File: config.mk
export PLATFORM = sky130hd
export DESIGN_NAME = mmac_stream_engine
export DESIGN_NICKNAME = d
export VERILOG_FILES = /design/src/rtl/mmac_stream_engine.sv
export SDC_FILE = /design/constraint.sdc
export NUM_CORES = 1
export LEC_CHECK = 0
export CAP_MARGIN = 15
export CORE_ASPECT_RATIO = 1.1
export CORE_MARGIN = 8
export CORE_UTILIZATION = 47
export DETAILED_ROUTE_END_ITERATION = 8
export GPL_ROUTABILITY_DRIVEN = 1
export GPL_TIMING_DRIVEN = 1
export HOLD_SLACK_MARGIN = 0.06
export PLACE_DENSITY = 0.63
export SETUP_SLACK_MARGIN = 0.15
export SLEW_MARGIN = 40
export SYNTH_ARGS = -nofsm -noshare
export SYNTH_HDL_FRONTEND = slang
export SYNTH_SLANG_ARGS = --single-unit
File: constraint.sdc
create_clock -name clk -period 10.2 [get_ports clk]
set_clock_uncertainty 0.1 [all_clocks]
set_input_delay 1.53 -clock clk [delete_from_list [all_inputs] [get_ports clk]]
set_output_delay 1.53 -clock clk [all_outputs]
set_load 0.1 [all_outputs]
File: src/rtl/mmac_stream_engine.sv
`default_nettype none
// ============================================================================
// Module   : mmac_stream_engine
// Brief    : Streaming N x N matrix multiply (C = A x B) built around a single
//            sequential MAC, with signed/unsigned and saturate/wrap modes.
// Revision : 1.0 - initial release
// ============================================================================
module mmac_stream_engine #(
   parameter int M_SIZE     = 4,
   parameter int VAR_WIDTH  = 8,
   parameter int DATA_WIDTH = 16
) (
   input  logic                  clk,
   input  logic                  rst_n,
   input  logic                  in_valid,
   output logic                  in_ready,
   input  logic [VAR_WIDTH-1:0]  in_data,
   input  logic                  signed_mode,
   input  logic                  sat_en,
   output logic                  out_valid,
   input  logic                  out_ready,
   output logic [DATA_WIDTH-1:0] out_data,
   output logic                  out_last,
   output logic                  busy,
   output logic                  done
);
   localparam int NN     = M_SIZE * M_SIZE;
   localparam int LD_W   = $clog2(2 * NN);
   localparam int IDX_W  = $clog2(M_SIZE);
   localparam int PROD_W = 2 * VAR_WIDTH;
   localparam int ACC_W  = PROD_W + $clog2(M_SIZE) + 1;
   localparam int EXT_W  = ((ACC_W > DATA_WIDTH) ? ACC_W : DATA_WIDTH) + 2;

   localparam logic [LD_W-1:0]         c_last_beat = LD_W'(2 * NN - 1);
   localparam logic [IDX_W-1:0]        c_last_idx  = IDX_W'(M_SIZE - 1);
   localparam logic signed [EXT_W-1:0] c_smax = {{(EXT_W-DATA_WIDTH+1){1'b0}}, {(DATA_WIDTH-1){1'b1}}};
   localparam logic signed [EXT_W-1:0] c_smin = {{(EXT_W-DATA_WIDTH+1){1'b1}}, {(DATA_WIDTH-1){1'b0}}};
   localparam logic signed [EXT_W-1:0] c_umax = {{(EXT_W-DATA_WIDTH){1'b0}}, {DATA_WIDTH{1'b1}}};

   typedef enum logic [1:0] {
      S_IDLE = 2'd0,
      S_LOAD = 2'd1,
      S_MAC  = 2'd2,
      S_OUT  = 2'd3
   } state_t;

   state_t                  r_state;
   logic [LD_W-1:0]         r_ld_cnt;
   logic [IDX_W-1:0]        r_i, r_j, r_k;
   logic [ACC_W-1:0]        r_acc;
   logic                    r_signed, r_sat;
   logic                    r_in_ready, r_out_valid, r_out_last, r_busy, r_done;
   logic [DATA_WIDTH-1:0]   r_out_data;
   logic [VAR_WIDTH-1:0]    r_mem [2*NN];

   logic                    w_in_hs;
   logic [LD_W-1:0]         w_wr_idx, w_a_idx, w_b_idx;
   logic [VAR_WIDTH-1:0]    w_a, w_b;
   logic [PROD_W-1:0]       w_a_ext, w_b_ext, w_prod;
   logic [ACC_W-1:0]        w_prod_ext, w_acc_sum;
   logic signed [EXT_W-1:0] w_acc_wide;
   logic [DATA_WIDTH-1:0]   w_result;

   assign w_in_hs  = in_valid & r_in_ready;
   assign w_wr_idx = (r_state == S_IDLE) ? '0 : r_ld_cnt;

   // Operand store: A occupies entries [0, NN), B occupies [NN, 2*NN), row-major.
   always_ff @(posedge clk) begin
      if (w_in_hs) begin
         r_mem[w_wr_idx] <= in_data;
      end
   end

   assign w_a_idx = LD_W'(int'(r_i) * M_SIZE + int'(r_k));
   assign w_b_idx = LD_W'(NN + int'(r_k) * M_SIZE + int'(r_j));
   assign w_a     = r_mem[w_a_idx];
   assign w_b     = r_mem[w_b_idx];

   // Low PROD_W bits of the product are identical for signed and unsigned once operands are extended.
   assign w_a_ext    = r_signed ? {{VAR_WIDTH{w_a[VAR_WIDTH-1]}}, w_a} : {{VAR_WIDTH{1'b0}}, w_a};
   assign w_b_ext    = r_signed ? {{VAR_WIDTH{w_b[VAR_WIDTH-1]}}, w_b} : {{VAR_WIDTH{1'b0}}, w_b};
   assign w_prod     = w_a_ext * w_b_ext;
   assign w_prod_ext = r_signed ? {{(ACC_W-PROD_W){w_prod[PROD_W-1]}}, w_prod}
                                : {{(ACC_W-PROD_W){1'b0}}, w_prod};
   assign w_acc_sum  = r_acc + w_prod_ext;
   assign w_acc_wide = r_signed ? {{(EXT_W-ACC_W){w_acc_sum[ACC_W-1]}}, w_acc_sum}
                                : {{(EXT_W-ACC_W){1'b0}}, w_acc_sum};

   always_comb begin
      w_result = w_acc_wide[DATA_WIDTH-1:0];
      if (r_sat) begin
         if (r_signed) begin
            if (w_acc_wide > c_smax) begin
               w_result = c_smax[DATA_WIDTH-1:0];
            end else if (w_acc_wide < c_smin) begin
               w_result = c_smin[DATA_WIDTH-1:0];
            end
         end else if (w_acc_wide > c_umax) begin
            w_result = c_umax[DATA_WIDTH-1:0];
         end
      end
   end

   always_ff @(posedge clk or negedge rst_n) begin
      if (!rst_n) begin
         r_state     <= S_IDLE;
         r_ld_cnt    <= '0;
         r_i         <= '0;
         r_j         <= '0;
         r_k         <= '0;
         r_acc       <= '0;
         r_signed    <= 1'b0;
         r_sat       <= 1'b0;
         r_in_ready  <= 1'b0;
         r_out_valid <= 1'b0;
         r_out_data  <= '0;
         r_out_last  <= 1'b0;
         r_busy      <= 1'b0;
         r_done      <= 1'b0;
      end else begin
         r_done <= 1'b0;
         case (r_state)
            S_IDLE: begin
               r_in_ready <= 1'b1;
               if (w_in_hs) begin
                  r_signed <= signed_mode;
                  r_sat    <= sat_en;
                  r_ld_cnt <= LD_W'(1);
                  r_busy   <= 1'b1;
                  r_state  <= S_LOAD;
               end
            end
            S_LOAD: begin
               if (w_in_hs) begin
                  r_ld_cnt <= r_ld_cnt + 1'b1;
                  if (r_ld_cnt == c_last_beat) begin
                     r_in_ready <= 1'b0;
                     r_acc      <= '0;
                     r_i        <= '0;
                     r_j        <= '0;
                     r_k        <= '0;
                     r_state    <= S_MAC;
                  end
               end
            end
            S_MAC: begin
               r_acc <= w_acc_sum;
               r_k   <= r_k + 1'b1;
               if (r_k == c_last_idx) begin
                  r_k         <= '0;
                  r_out_valid <= 1'b1;
                  r_out_data  <= w_result;
                  r_out_last  <= (r_i == c_last_idx) && (r_j == c_last_idx);
                  r_state     <= S_OUT;
               end
            end
            S_OUT: begin
               if (r_out_valid && out_ready) begin
                  r_out_valid <= 1'b0;
                  r_out_last  <= 1'b0;
                  r_acc       <= '0;
                  if (r_out_last) begin
                     r_busy     <= 1'b0;
                     r_done     <= 1'b1;
                     r_in_ready <= 1'b1;
                     r_state    <= S_IDLE;
                  end else begin
                     if (r_j == c_last_idx) begin
                        r_j <= '0;
                        r_i <= r_i + 1'b1;
                     end else begin
                        r_j <= r_j + 1'b1;
                     end
                     r_state <= S_MAC;
                  end
               end
            end
            default: r_state <= S_IDLE;
         endcase
      end
   end

   assign in_ready  = r_in_ready;
   assign out_valid = r_out_valid;
   assign out_data  = r_out_data;
   assign out_last  = r_out_last;
   assign busy      = r_busy;
   assign done      = r_done;

endmodule
`default_nettype wire

; ---- Word level (Yosys, flattened, before mapping)
; Memory sizes are Yosys's and may differ from the RTL's.
; Cells that the tools add are included.
[word_totals]
input_bits = 14
ram_bits = 256
ff_bits = 55
word_cells = 119
n_memories = 1
out_inout_bits = 21
[classes]
mul = 1
addsub = 8
n_bitwise = 1
order_cmp = 3
reduce_logical = 21
n_eq_ne = 15
muxes = 55
[mem_list]
columns = name, words, width, rd, rd_ports_with_merged_regs, wr, line_no
row1 = r_mem, 32, 8, 2, 0, 1, 54  ; logic [VAR_WIDTH-1:0] r_mem [2*NN];
[ops]
columns = cell, count
row1 = $mux W16, 7
row2 = $mux W19, 4
row3 = $pmux W19 S3, 1
row4 = $mux W2, 15
row5 = $gt A21 B16 Y1 const B, 1
row6 = $gt A21 B17 Y1 const B, 1
row7 = $lt A21 B16 Y1 const B, 1
row8 = $mux W21, 1
row9 = $add A19 B19 Y19, 1
row10 = $mul A16 B16 Y16, 1
row11 = $ne A2 B2 Y1 const B, 8
row12 = $mux W1, 15
row13 = $mux W5, 3
row14 = $reduce_and A5 Y1, 3
row15 = $pmux W2 S2, 3
row16 = $eq A2 B2 Y1 const B, 5
row17 = $pmux W5 S2, 1
row18 = $reduce_bool A2 Y1, 5
row19 = $reduce_and A3 Y1, 3
row20 = $pmux W2 S4, 1
row21 = $reduce_and A4 Y1, 2
row22 = $add A2 B1 Y2 const B, 3
row23 = $pmux W1 S2, 3
row24 = $reduce_and A6 Y1, 1
row25 = other kinds (12), 15

; ---- Longest topological paths before layout
; An unclocked memory read counts as a cell.
[logic_depth]
depth_word = 13
ltp_mapped = 43
depth_no_buf = 37

; ---- Worst setup path after synthesis
; OpenSTA, ideal clock, no wires.
[synth_timing]
path_kind = flip-flop to flip-flop
from = reg r_j[0]
to = reg r_out_data[10] (netlist: out_data[10])
t_required_ps = 9959
arrival_time_ps = 9622
n_path_buf = 4
setup_time_ps = 141
slack_ps = 337
path_stages_with_launch = 38
period_less_slack_ps = 9863
cell_sequence = dfrtp_1 > buf_4 > buf_6 > buf_1 > mux4_2 > mux2_2 > o21ai_1 > nor2_1 > fa_1 > inv_1 > fa_1 > inv_1 > fa_1 > inv_1 > fa_1 > inv_1 > fa_1 > inv_1 > (+2 left out) > ha_1 > and3_1 > a21oi_1 > nand3b_1 > xor2_1 > ha_1 > a21oi_1 > nor2b_1 > a211oi_1 > o21ai_0 > a211oi_1 > a21oi_1 > or2_2 > o31ai_1 > clkbuf_1 > a21oi_1 > a32oi_1 > o31ai_2
[synth_between]
elab_chain_len = 12
word_cells_on_any_way = 15
classes_between = 2 x add/sub / 1 x mul / 3 x order compare / 8 x mux / 1 x memory
[synth_rtl]
columns = item, line_no
row1 = from (decl), 49  ; logic [IDX_W-1:0] r_i, r_j, r_k;
row2 = from (signal assigned), 172  ; r_j <= r_j + 1'b1;
row3 = $add A5 B2 Y5 *, 75  ; assign w_b_idx = LD_W'(NN + int'(r_k) * M_SIZE + int'(r_j));
row4 = $mem_v2 Z32 W8 *, --
row5 = $mux W16 *, 81  ; assign w_b_ext = r_signed ? {{VAR_WIDTH{w_b[VAR_WIDTH-1]}}, w_b} : {{VAR_WIDTH{1'b0}}, w_b};
row6 = $mul A16 B16 Y16 *, 82  ; assign w_prod = w_a_ext * w_b_ext;
row7 = $mux W19 *, 83  ; assign w_prod_ext = r_signed ? {{(ACC_W-PROD_W){w_prod[PROD_W-1]}}, w_prod}
row8 = $add A19 B19 Y19 *, 85  ; assign w_acc_sum = r_acc + w_prod_ext;
row9 = $mux W21 *, 86  ; assign w_acc_wide = r_signed ? {{(EXT_W-ACC_W){w_acc_sum[ACC_W-1]}}, w_acc_sum}
row10 = $lt A21 B16 Y1, 95  ; end else if (w_acc_wide < c_smin) begin
row11 = $mux W16, 95
row12 = $mux W16, 93  ; if (w_acc_wide > c_smax) begin
row13 = $mux W16, 92  ; if (r_signed) begin
row14 = $mux W16 *, 91  ; if (r_sat) begin
row15 = to (signal assigned), 152  ; r_out_data <= w_result;
row16 = to (decl), 53  ; logic [DATA_WIDTH-1:0] r_out_data;
; Mark *: on every way between the ends. The rest lies on a longest branch, timed or not.
; A chain may end at the register's enable or synchronous reset.

; ---- Final worst setup path
[layout_timing]
from = reg r_j[0]
to = reg r_out_data[9] (netlist: out_data[9])
; Same word-level chain as after synthesis.

==> results_dict.tcl <==
set metrics [dict create \
    cp-end-kind "flop" \
    yosys-top-cells-area "edfxtp_1 (45%), mux4_2 (8.8%), fa_1 (8.3%), dfrtp_1 (8.0%), ha_1 (5.8%)" \
    wl_per_cell_um 20.70 \
    clkLatencyLatePin_ps 560 \
    outcome "finished, final reports clean" \
    io_buffers 34 \
    syn-cell-area_um2 17170 \
    grt_pass1_vias 10560 \
    cp_data_arrival_time_ps 9890 \
    core_area_um2 36080 \
    path_buf_inv 8 \
    grt_overflow 0 \
    ys_types 62 \
    min_period_ps 9533 \
    die_h_um 216.4 \
    tightestPinTransition_ps 764.9 \
    ys_async_sr_fraction 0.1768 \
    hpwlAfterDp_um 26610 \
    clkTransAtPathRegs_ps 60 \
    synth_top_family_by_area "adder cells" \
    fin_cells 1854 \
    antenna_found_initial 0 \
    relSlewSlack 0.4867 \
    slew_viol_final 0 \
    nFillCells 2984 \
    synth_edf_count 256 \
    io_pins 35 \
    synth-compound-area-share 0.07026 \
    clock_sinks 311 \
    drive_gt1_frac 0.1917 \
    synth_mux_area_frac 0.1059 \
    first_iter_violations 604 \
    syn2layout_area_growth_pct 12.01 \
    finalHoldViolations 0 \
    clockBufferDepth 3 \
    syn_area_per_cell_um2 13.35 \
    cp-start-kind "flop" \
    fp.dieW_um 198.2 \
    finalSetupViolCount 0 \
    vias_per_cell 5.526 \
    slowest_delay_ps 580 \
    synth_warnings 0 \
    cts_buffers 35 \
    yosys_register_bits 311 \
    fp-row-count 73 \
    fmax_ghz 0.1049 \
    drc_errors 0 \
    grt_max_degree 56 \
    path_class "flop to flop" \
    die_area_um2 42900 \
    whs_ps 377.7 \
    hp-class "flop to flop" \
    crit_family "adder cells" \
    dp.cells 1789 \
    grt_usage 0.1835 \
    yosys.area_share.simple 0.08222 \
    num-nets-final 1507 \
    drv_cap 0 \
    synth_xor_area_frac 0.02894 \
    critical-path-slowest-cell "o21ai_1" \
    firstDrtPassIters 5 \
    synth_area_leader_cell "edfxtp_1" \
    final_util 0.5330 \
    antenna_cells 0 \
    critPathMaxFanout 15 \
    cts_tree "built" \
    fin_crit_sh 0.9346 \
    num_vias 10250 \
    root_buffer "clkbuf_16" \
    rsz0062_at_grt "no" \
    ys.flop_type "edfxtp_1" \
    synth_top_area_share 0.4478 \
    synthAdderAreaFrac 0.1404 \
    htree_levels 2 \
    initial_utilization 0.4758 \
    synthesis.nets 1450 \
    ant_nets 0 \
    grt_first_pass_wirelength_um 60530 \
    place.gp.congestion 0.8655 \
    wl_um 38390 \
    ys_seq_area_frac 0.5280 \
    hold_buffers 0 \
    synth_cells 1286 \
    cp_data_required_time_ps 10560 \
    finalSetupTns_ps 0 \
]
==> timing repair <==
action / in CTS / in global routing
hold endpoints to repair: 0 / 0
setup endpoints to repair: 0 / 15
gates resized for setup: 0 / 12
buffers inserted: 0 / 3
==> synth_stat cells, drive strengths merged (23+ instances only) <==
| cell | number |
|---|---|
| xnor2 | 39 |
| edfxtp | 256 |
| o21ai | 48 |
| inv | 133 |
| ha | 79 |
| dfrtp | 55 |
| buf | 25 |
| nor2 | 132 |
| mux4 | 67 |
| fa | 71 |
| nand3 | 27 |
| nand2 | 79 |
| clkbuf | 23 |
| a21oi | 46 |
==> layout make-up <==
class                      count  area [µm²]  share of cell area
clock inverter                17       190.2            0.009891
tap                          487       609.3             0.03169
multi-input combinational    793        7466              0.3883
sequential                   311        9075              0.4720
timing repair buffer          68       475.5             0.02473
clock buffer                  44       909.6             0.04731
inverter                     134       503.0             0.02616
==> sequential cells by signal, indices dropped and copies added, names as in the netlist <==
name,count
busy,1
done,1
in_ready,1
out_data,16
out_last,1
out_valid,1
r_acc,19
r_i,2
r_j,2
r_k,2
r_ld_cnt,5
r_mem,256
r_sat,1
r_signed,1
r_state,2
==> final timing paths <==
check,start,to,slack [ps],cells past startpoint
max,r_j[0],out_data[9],670,35
min,out_data[1],out_data[1],380,2
max reg2reg,r_j[0],out_data[9],670,35
min reg2reg,out_data[1],out_data[1],380,2
max in group asynchronous,rst_n,r_j[0],8610,2
min in group asynchronous,rst_n,done,940,2
==> tightest hold or removal path: cells and delay by family, from the launching register on <==
family | cells | cell delay [ps]
AOI/OAI and AO/OA | 1 | 50
and+or+nand+nor | 1 | 50
DFF | 1 | 340
==> metal layers <==
layer  track usage  routed length (µm)  vias to the layer above
li1              -                   -                     4739
met1        0.2396               16570                     5174
met2        0.3058               18880                      265
met3       0.03565                1976                       68
met4       0.05803                 962                        0
met5             0                   0                        -
==> kinds of logic (layout without fill, tap and decap cells) <==
group	count (synthesis)	in the layout
fa+ha+maj	150	150
buf+inv	182	263
mux	96	96
simple gates	314	314
compound gates	178	178
xor+xnor	55	55
flops	311	311
==> stage by stage <==
step / setup slack [ps] / cell area, µm²
2_1_floorplan: 336.9 / 17170
3_3_place_gp: 500.4 / 18110
3_5_place_dp: 393.4 / 18040
4_1_cts: 373.7 / 19140
5_1_grt: 161.7 / 19230
6_report: 666.8 / 19230
==> layout by cell type (no fill, tap or decap), types with 6 or more instances in the layout <==
master	count
ha_1	79
inv_1	133
or2_2	13
mux4_2	67
a21oi_1	46
o31ai_1	6
nor2b_1	13
buf_4	29
nor3_1	9
and2_1	10
fa_1	71
a22o_1	7
nand3b_1	7
o21ai_0	39
o21ai_1	7
a32oi_1	12
mux2_2	11
nand3_1	26
buf_2	31
nor2_2	32
o31ai_2	11
o21a_1	8
nor2_1	100
dfrtp_1	50
nand2b_1	11
nand2_1	79
clkbuf_16	35
clkbuf_1	9
mux2i_1	16
xnor2_1	38
edfxtp_1	256
xor2_1	15
a21o_1	11
Power is left out: the tool's default activity adds up to more than one toggle a clock period on the data nets, which glitch-free logic cannot reach.
